## src/rtl/registers.sv

```systemverilog
// registers: four-entry N-bit register file with two combinational read
// ports and one write port whose address field carries a write-disable bit.
// Optional build macro REGISTERS_BYPASS_EN adds write-first forwarding, so a
// read that matches the pending write address returns the incoming data
// before the clock edge. Without the macro, reads show stored contents only.
module registers #(
  parameter int N = 32
) (
  input  logic         clk,
  input  logic         rst,
  input  logic [1:0]   r1,
  input  logic [1:0]   r2,
  input  logic [2:0]   w1,
  input  logic [N-1:0] w,
  output logic [N-1:0] v1,
  output logic [N-1:0] v2
);

  localparam int NUM_REGS = 4;

  // w1[2] set means the cycle carries no write (codes 4..7 are no-ops).
  logic       wr_en;
  logic [1:0] wr_addr;

  assign wr_en   = ~w1[2];
  assign wr_addr = w1[1:0];

  // Stored contents gathered from the per-register slices for the read muxes.
  logic [NUM_REGS-1:0][N-1:0] regs_q;

  generate
    for (genvar gi = 0; gi < NUM_REGS; gi++) begin : g_reg
      logic [N-1:0] data_q;
      logic [N-1:0] data_d;
      logic         hit;

      assign hit = wr_en && (wr_addr == 2'(gi));

      // Next state: take the full write word on an address hit, else hold.
      always_comb begin
        data_d = data_q;
        if (hit) begin
          data_d = w;
        end
      end

      // Storage: cleared asynchronously while rst is low, loaded on clk rise.
      always_ff @(posedge clk or negedge rst) begin
        if (!rst) begin
          data_q <= '0;
        end else begin
          data_q <= data_d;
        end
      end

      assign regs_q[gi] = data_q;
    end
  endgenerate

  // Forwarding is only meaningful out of reset; during reset the outputs must
  // track the cleared registers regardless of what sits on the write port.
  logic fwd_ok;
  assign fwd_ok = rst && wr_en;

  // Read port 1: stored value, optionally overridden by a matching write.
  always_comb begin
    v1 = regs_q[r1];
`ifdef REGISTERS_BYPASS_EN
    if (fwd_ok && (wr_addr == r1)) begin
      v1 = w;
    end
`else
    if (fwd_ok && 1'b0) begin
      v1 = w;
    end
`endif
  end

  // Read port 2: identical rule, fully independent of port 1.
  always_comb begin
    v2 = regs_q[r2];
`ifdef REGISTERS_BYPASS_EN
    if (fwd_ok && (wr_addr == r2)) begin
      v2 = w;
    end
`else
    if (fwd_ok && 1'b0) begin
      v2 = w;
    end
`endif
  end

endmodule

```

## config.mk

```make
export PLATFORM = sky130hd
export DESIGN_NAME = registers
export DESIGN_NICKNAME = d
export VERILOG_FILES = /design/src/rtl/registers.sv
export SDC_FILE = /design/constraint.sdc
export NUM_CORES = 1
export LEC_CHECK = 0
export BUFFER_PORTS_ARGS = -buffer_cell sky130_fd_sc_hd__buf_2
export CORE_ASPECT_RATIO = 0.8
export CORE_MARGIN = 5
export CORE_UTILIZATION = 40
export DETAILED_ROUTE_END_ITERATION = 10
export PLACE_DENSITY = 0.65
export SETUP_SLACK_MARGIN = 0.15
export SLEW_MARGIN = 20
export SYNTH_ARGS = -nofsm -noshare
export SYNTH_HDL_FRONTEND = slang
export SYNTH_SLANG_ARGS = --single-unit
```

## constraint.sdc

```tcl
create_clock -name clk -period 2.08 [get_ports clk]
set_input_delay 0.416 -clock clk [delete_from_list [all_inputs] [get_ports clk]]
set_output_delay 0.416 -clock clk [all_outputs]
set_load 0.02 [all_outputs]
```

## Yosys cells after proc, flatten, opt, wreduce, memory -nomap -nowiden

Cells that the tools add are included.

- Mux-type cells: 4
- Bitwise gates (word level): 1
- Order comparisons: 2
- Equality and inequality tests: 3
- Reductions and logical operators: 5

Operators by type and width:

| operator | number |
|---|---|
| $bmux 32 s2 | 2 |
| $mux 32 | 2 |
| $lt 2x3->1 const B | 2 |
| $eq 2x2->1 const B | 2 |
| $logic_and 1x1->1 | 4 |
| $eq 2x1->1 const B | 1 |
| $logic_not 2->1 | 1 |
| $not 1->1 | 1 |

- Bits in registers: 128
- Word-level logic and storage cells: 19

## Longest topological paths before layout

Gate-level depths: netlist of the first run.

- Depth after elaboration: 2
- Depth in mapped cells: 3
- Depth with buffers taken out: 2

## Worst setup path before layout of the first run

Ideal clock, no wire load.

- Kind: input-to-output
- From: in r1[0]
- To: out v1[0]
- Cell stages on the path: 3
- Path slack: 0.212 ns
- Path buffers: 2
- Data arrival time: 1.452 ns
- Cell sequence: buf_2 -> buf_2 -> mux4_2

- Cells in the longest elaborated chain, start to end: 2

Ends and longest elaborated chain:

| element | RTL line | RTL |
|---|---|---|
| start: declaration | 11 | `input logic [1:0] r1,` |
| $bmux 32 s2 | 67 | `v1 = regs_q[r1];` |
| $mux 32 (not written as such) | 67 |  |
| end: declaration | 15 | `output logic [N-1:0] v1,` |

Every way passes these cells. The select of a mux whose other input is x is not followed.

## Final worst setup path of the first run

- From: reg g_reg[3].data_q[13]
- To: out v2[13]

- Cells in the longest elaborated chain, start to end: 2

Ends and longest elaborated chain:

| element | RTL line | RTL |
|---|---|---|
| start: declaration | 33 | `logic [N-1:0] data_q;` |
| start signal: assignment | 52 | `data_q <= data_d;` |
| $bmux 32 s2 | 81 | `v2 = regs_q[r2];` |
| $mux 32 (not written as such) | 81 |  |
| end: declaration | 16 | `output logic [N-1:0] v2` |

Every way passes these cells. The select of a mux whose other input is x is not followed.

==> summary.txt, run 1 <==
Run status
  • Status: finished, final reports clean

Yosys
  • Synthesis-stage register bit count: 128
  • Synth warn: 0
  • Mean post-synth cell area: 17.9 µm²
  • Register area share after synthesis: 51.0%
  • Post-Synthesis Net Count: 391
  • Mapped cell area: 0.00628 mm²
  • Synth cell types: 11
  • Syn Inst Count: 350

Detailed routing
  • Drt wl/cell: 22.2 µm
  • Drt via density: 5.45
  • Wirelength, routed: 15400 µm
  • Drt pass-1 iters: 6
  • Final ANT Viol Nets: 0
  • DRT iter0 DRCs: about 170
  • DRC Markers: 0
  • Via count: between 3000 and 4000

Worst setup path
  • CP startpoint kind: register
  • CP arrival: 1.49 ns
  • Critical path class: register to output pin
  • CP required: 1.66 ns
  • Crit-path max FO: 3
  • CP Capture Type: output pin

Finish
  • Reg area: 0.00320 mm²
  • Share of cells above drive strength 1: 71.5%
  • FILL cells: between 1000 and 1500
  • Max reg flops: 128
  • Synthesis-to-finish area growth: 26.5%
  • Top flop regs: g.data_q (128)
  • NumNets Final: 506
  • Multi-input logic area: 0.00294 mm²
  • Most flops, register: g.data_q
  • Antenna cells: 0

CTS
  • Postcts setup bufs: 0
  • Clock Latency Late Sink: slightly above 0.4 ns
  • H-tree levels: 4
  • Root Buffer: clkbuf_16
  • CTS Sinks: 128
  • Reg clk slew, reported paths: 0.06 ns
  • CTS max path bufs: 2
  • TritonCTS clock tree: done
  • Num CTS Buffers: 17
  • Cts hold-fix bufs: 0

Floorplan
  • Die Y: 122 µm
  • Die Wd: 150 µm
  • # rows: 41
  • Starting density of the core: roughly two fifths
  • Ports: 105
  • Area of the core: 0.0156 mm²
  • Die ar.: 0.0183 mm²

STA
  • Fin. Hold Viols: 0
  • Period utilization: 91.6%
  • Max Slew Vio Count: 0
  • Least-Margin Pin Slew: 0.710 ns
  • WHS: 0.0816 ns
  • Min cycle time layout: between 1.5 and 2 ns
  • Clock skew: 0 ns
  • RSZ-0062 raised after global routing: yes
  • Max_slew headroom: 52.6%
  • Achievable Freq: around 520 MHz
  • # setup viols final: 0
  • PnR worst setup slack: 0.175 ns
  • Setup TNS: 0 ns

Flow run
  • Number of max-cap violations: 0

Pwr
  • Pwr/cell area: approximately 1000 mW/mm²
  • VDD IR max: 0.523 mV
  • Leakage dissipation: roughly 3.3 nW

Min path
  • Worst min path class: primary input to asynchronous set/reset pin

Global routing
  • First-pass GRT wire length: 23700 µm
  • Vias in the first global route: 4259
  • Antenna violations before repair: 1
  • GRT Total Usage: around 17%
  • Largest net degree at the start of global routing: 129
  • Total gr overflow: 0

Place
  • RD Place Congestion: a little under 0.8
  • Post-placement setup slack: 0.147 ns
  • IO buf count: 104
  • Post-DP HPWL: 9330 µm
-- cells by family after synthesis --
| kind of cell | after synthesis | share of synthesized area, % |
|---|---|---|
| and+or+nand+nor | 4 | 0.677 |
| DFF | 128 | 51.0 |
| muxes | 192 | 45.9 |
| buffers and inverters | 26 | 2.43 |
-- placed cells by master (no fill, tap or decap), drive strengths merged --
cell type,count
dfrtp,128
buf,118
clkbuf,23
nor3b,2
mux2,128
mux4,64
nor3,1
nand3b,1
clkinvlp,4
bufinv,2
clkinv,7
-- cell type report --
class	count	share of cell area [%]
Clock buffer	19	5.58
Clock inverter	13	1.76
Multi-Input combinational cell	196	37.1
Sequential cell	128	40.3
Tap cell	215	3.39
Timing Repair Buffer	122	11.9
-- final timing paths --
check | start | endpoint | slack, ns | cells after the start
max | g_reg[3].data_q[13]$_DFFE_PN0P_ | v2[13] | 0.18 | 2
max reg2reg | g_reg[1].data_q[24]$_DFFE_PN0P_ | g_reg[1].data_q[24]$_DFFE_PN0P_ | 1.28 | 1
max in group asynchronous | rst | g_reg[0].data_q[6]$_DFFE_PN0P_ | 1.45 | 2
min in group clk | w[24] | g_reg[0].data_q[24]$_DFFE_PN0P_ | 0.28 | 2
min reg2reg | g_reg[2].data_q[25]$_DFFE_PN0P_ | g_reg[2].data_q[25]$_DFFE_PN0P_ | 0.51 | 1
min | rst | g_reg[0].data_q[18]$_DFFE_PN0P_ | 0.08 | 2
-- cell usage after synthesis --
library cell | n | area [µm²]
buf_4 | 12 | 90.1
nor3_2 | 1 | 10.0
clkbuf_1 | 4 | 15.0
mux2_2 | 122 | 1370
buf_2 | 8 | 40.0
dfrtp_1 | 128 | 3200
buf_1 | 2 | 7.51
nor3b_2 | 2 | 25.0
nand3b_1 | 1 | 7.51
mux2_1 | 6 | 67.6
mux4_2 | 64 | 1440
-- worst max-delay path, stage by stage (launching register included) --
cell and delay, ns:
dfrtp_1 0.39, mux4_2 0.53, buf_6 0.16
-- report_power, final --
| part | internal, mW | leakage (nW) | total (mW) | switching [mW] |
|---|---|---|---|---|
| registers | 2.97 | 1.51 | 3.31 | 0.337 |
| logic | 1.15 | 1.54 | 2.12 | 0.972 |
| clock network | 1.79 | 0.275 | 2.90 | 1.11 |
-- what timing repair did --
item | 4_1_cts | 5_1_grt
cloned | 0 | 5
setup endpoints to repair | 5 | 28
resized for setup | 2 | 24
-- metal layers --
layer	vias up	share of wire (%)	wire length, µm	GRT usage, %
met2	102	48	7390	27.8
met1	2042	45	7000	23.1
met3	15	5.5	854	5.02
met4	2	0.96	148	5.31
met5	-	0.084	13	0
li1	1617	-	-	-
-- per-stage QoR --
step / util (%) / instance area [µm²] / instances / power (mW)
2_1_floorplan: - / 6280 / 350 / 4.67
3_3_place_gp: 46.0 / 7170 / 656 / 5.29
3_5_place_dp: 46.0 / 7170 / 656 / 5.39
4_1_cts: 49.8 / 7760 / 688 / 8.34
5_1_grt: 50.9 / 7940 / 693 / 8.75
6_report: 50.9 / 7940 / 693 / 8.33
No activity file was read; power rests on OpenSTA's default activity.
==> inputs of run 2 (changes only) <==
--- a/config.mk
+++ b/config.mk
@@ -5,12 +5,13 @@
 export SDC_FILE = /design/constraint.sdc
 export NUM_CORES = 1
 export LEC_CHECK = 0
+export ABC_AREA = 1
 export BUFFER_PORTS_ARGS = -buffer_cell sky130_fd_sc_hd__buf_2
 export CORE_ASPECT_RATIO = 0.8
 export CORE_MARGIN = 5
 export CORE_UTILIZATION = 40
 export DETAILED_ROUTE_END_ITERATION = 10
-export PLACE_DENSITY = 0.65
+export PLACE_DENSITY = 0.64
 export SETUP_SLACK_MARGIN = 0.15
 export SLEW_MARGIN = 20
 export SYNTH_ARGS = -nofsm -noshare
==> summary.txt, run 2 <==
Detailed routing
  • DRT iter0 DRCs: 618 (+270%)
  • Drt wl/cell: 16.5 µm (-26%)
  • Drt pass-1 iters: 6 (unchanged)
  • DRC Markers: 0 (unchanged)
  • Drt via density: 5.20 (-4.6%)
  • Via count: 7949 (+110%)
  • Wirelength, routed: 25200 µm (+64%)
  • Final ANT Viol Nets: 0 (unchanged)

Pwr
  • Pwr/cell area: 873 mW/mm² (-17%)
  • Logic pwr share: 26.0% (+0.6 points)
  • Leakage dissipation: 5.35 nW (+61%)
  • Clock power share: 34.7% (-0.2 points)
  • VDD IR max: 0.541 mV (+3.4%)
  • P_sw: 2.66 mW (+10%)
  • Sw Share: 33.6% (+4.5 points)
  • Internal power: 5.26 mW (-11%)
  • Sequential fraction of design power: 39.3% (-0.4 points)

Yosys
  • EDFF count, synth: 0 (unchanged)
  • Post-synth top flop: dfrtp_1
  • Synth cell count leaders: 578 x nand2_1, 194 x nand3_1, 132 x inv_1
  • Top cells by area, synth: dfrtp_1 42%, nand2_1 28%, nand3_1 13%
  • Most frequent cell after synthesis: nand2_1
  • Mean post-synth cell area: 6.50 µm² (-64%)
  • Synth cell types: 11 (unchanged)
  • Synth top area share: 41.5% (-9.5 points)
  • Register area share after synthesis: 41.5% (-9.5 points)
  • Asr flop ratio synth: 100% (unchanged)
  • Syn Inst Count: 1186 (+240%)
  • Synth warn: 0 (unchanged)
  • Synthesis-stage register bit count: 128 (unchanged)
  • Post-Synthesis Net Count: 1227 (+210%)
  • Mapped cell area: 0.00771 mm² (+23%)
  • Leading area contributor after synthesis: dfrtp_1

STA
  • PnR worst setup slack: 0.344 ns (+0.169 ns)
  • Clock skew: 0 ns (unchanged)
  • WHS: 0.00724 ns (-0.0743 ns)
  • Min cycle time layout: 1.74 ns (-0.169 ns)
  • RSZ-0062 raised after global routing: no
  • Max_slew headroom: 59.7% (+7.1 points)
  • # setup viols final: 0 (unchanged)
  • Least-Margin Pin Slew: 0.605 ns (-0.106 ns)
  • Period utilization: 83.5% (-8.1 points)
  • Max Slew Vio Count: 0 (unchanged)
  • Fin. Hold Viols: 0 (unchanged)
  • Setup TNS: 0 ns (unchanged)
  • Achievable Freq: 576 MHz (+9.7%)

Min path
  • Worst min path class: primary input to asynchronous set/reset pin

Run status
  • Status: finished, final reports clean

Finish
  • Max reg flops: 128 (unchanged)
  • Antenna cells: 0 (unchanged)
  • Final core occ: 47.8% (-3.1 points)
  • NumNets Final: 1301 (+160%)
  • Most frequent cells in the layout: 578 x nand2_1, 194 x nand3_1, 130 x inv_1
  • Leading cell type in the layout, fill and taps excluded: nand2_1
  • Share of cells above drive strength 1: 13.7% (-58 points)
  • Top flop regs: g.data_q (128)
  • Most flops, register: g.data_q
  • Synthesis-to-finish area growth: 17.7%

Place
  • IO buf count: 104 (unchanged)
  • Post-DP HPWL: 15700 µm (+68%)
  • RD Place Congestion: 0.820 (+5.9%)
  • Post-placement setup slack: 0.338 ns (+0.191 ns)

Worst setup path
  • Critical path class: primary input to output pin
  • Slowest Stage Delay on Critical Path: 0.29 ns (-0.24 ns)
  • Crit. Startpoint: r1[0]
  • CP arrival: 1.32 ns (-0.17 ns)
  • RR Startpoint: g_reg[1].data_q[21]$_DFFE_PN0P_
  • CP Capture Type: output pin
  • CP cell instances: buf_2 -> inv_2 -> buf_4 -> nand2_1 -> nand3_1 -> nand2_1 -> buf_2
  • CP required: 1.66 ns (about the same)
  • CP startpoint kind: primary input
  • CP max stage cell: buf_4
  • Crit-path max FO: 24 (+21)

CTS
  • CTS max path bufs: 2 (unchanged)
  • CTS Sinks: 128 (unchanged)
  • Cts hold-fix bufs: 0 (unchanged)
  • Clock Latency Late Sink: 0.41 ns (about the same)
  • Reg clk slew, reported paths: 0.05 ns (about the same)
  • TritonCTS clock tree: done
  • Root Buffer: clkbuf_16
  • Post-cts resize count: 0 (-2)
  • Postcts setup bufs: 0 (unchanged)
  • H-tree levels: 4 (unchanged)
  • Num CTS Buffers: 17 (unchanged)

Global routing
  • Largest net degree at the start of global routing: 67 (-48%)
  • Vias in the first global route: 7617 (+79%)
  • Total gr overflow: 0 (unchanged)
  • GRT Total Usage: 23.2% (+5.8 points)
  • Antenna violations before repair: 0 (-1)
  • First-pass GRT wire length: 40800 µm (+72%)

Floorplan
  • Area of the core: 0.0190 mm² (+22%)
  • # rows: 45 (+9.8%)
  • Starting density of the core: 40.6% (+0.37 points)
  • Die Y: 134 µm (+9.9%)
  • Die Wd: 165 µm (+10%)
  • Die ar.: 0.0222 mm² (+21%)
  • Ports: 105 (unchanged)

Flow run
  • Number of max-cap violations: 0 (unchanged)
==> run 2: changes by cell type after synthesis, moves of 9 or more <==
cell | before | now
buf_2 | 8 | 61
buf_4 | 12 | 3
clkbuf_1 | 4 | 17
inv_1 | 0 | 132
mux2_2 | 122 | 0
mux4_2 | 64 | 0
nand2_1 | 0 | 578
nand3_1 | 0 | 194
nand4_1 | 0 | 64
==> run 2: per-layer routing <==
layer | track usage (%) | up-vias | share of wire, %
li1 | - | 3846 | -
met1 | 33.0 | 3721 | 45
met2 | 35.9 | 350 | 45
met3 | 4.61 | 32 | 8.2
met4 | 6.37 | 0 | 1.4
met5 | 0 | - | 0
==> run 2: area by class of cell <==
type | count | area, µm²
Fill cell | 1942 | 9900
Multi-Input combinational cell | 837 | 3550
Sequential cell | 128 | 3200
Timing Repair Buffer | 142 | 958
Inverter | 134 | 503
Clock buffer | 22 | 474
Tap cell | 258 | 323
Clock inverter | 7 | 62.6
==> run 2: worst max-delay path, delay by kind of cell <==
kind	cells	cell delay, ns
buffers and inverters	4	0.65
and+or+nand+nor	3	0.25
==> run 2: power by group through the flow <==
stage | clock network (mW) | registers [mW] | logic (mW)
floorplan | 0 | 3.08 | 1.41
global placement | 0 | 3.13 | 2.03
detailed placement | 0 | 3.14 | 2.06
CTS | 2.78 | 3.11 | 2.07
global route | 2.90 | 3.16 | 2.34
finish | 2.75 | 3.11 | 2.06
==> run 2: worst paths after layout <==
check,to,slack (ns),cells after the start
max in group asynchronous,g_reg[3].data_q[15]$_DFFE_PN0P_,1.41,2
min in group clk,g_reg[0].data_q[8]$_DFFE_PN0P_,0.29,3
hold / removal,g_reg[3].data_q[22]$_DFFE_PN0P_,0.007,1
setup reg to reg,g_reg[1].data_q[21]$_DFFE_PN0P_,1.45,2
hold reg to reg,g_reg[3].data_q[8]$_DFFE_PN0P_,0.47,2
setup / recovery,v1[19],0.34,7
==> run 2: kinds of logic (layout without fill, tap and decap cells) <==
| group | count (synthesis) | after routing | share of synthesized area [%] |
|---|---|---|---|
| buf+inv | 221 | 305 | 12.5 |
| simple gates | 837 | 837 | 46.0 |
| flops | 128 | 128 | 41.5 |
==> run 2: per-stage QoR <==
stage	instances	cell area [µm²]	total power [mW]
global route	1528	9080	8.40
global placement	1499	8540	5.17
CTS	1528	9080	7.96
floorplan	1186	7710	4.49
detailed placement	1499	8540	5.20
finish	1528	9080	7.93
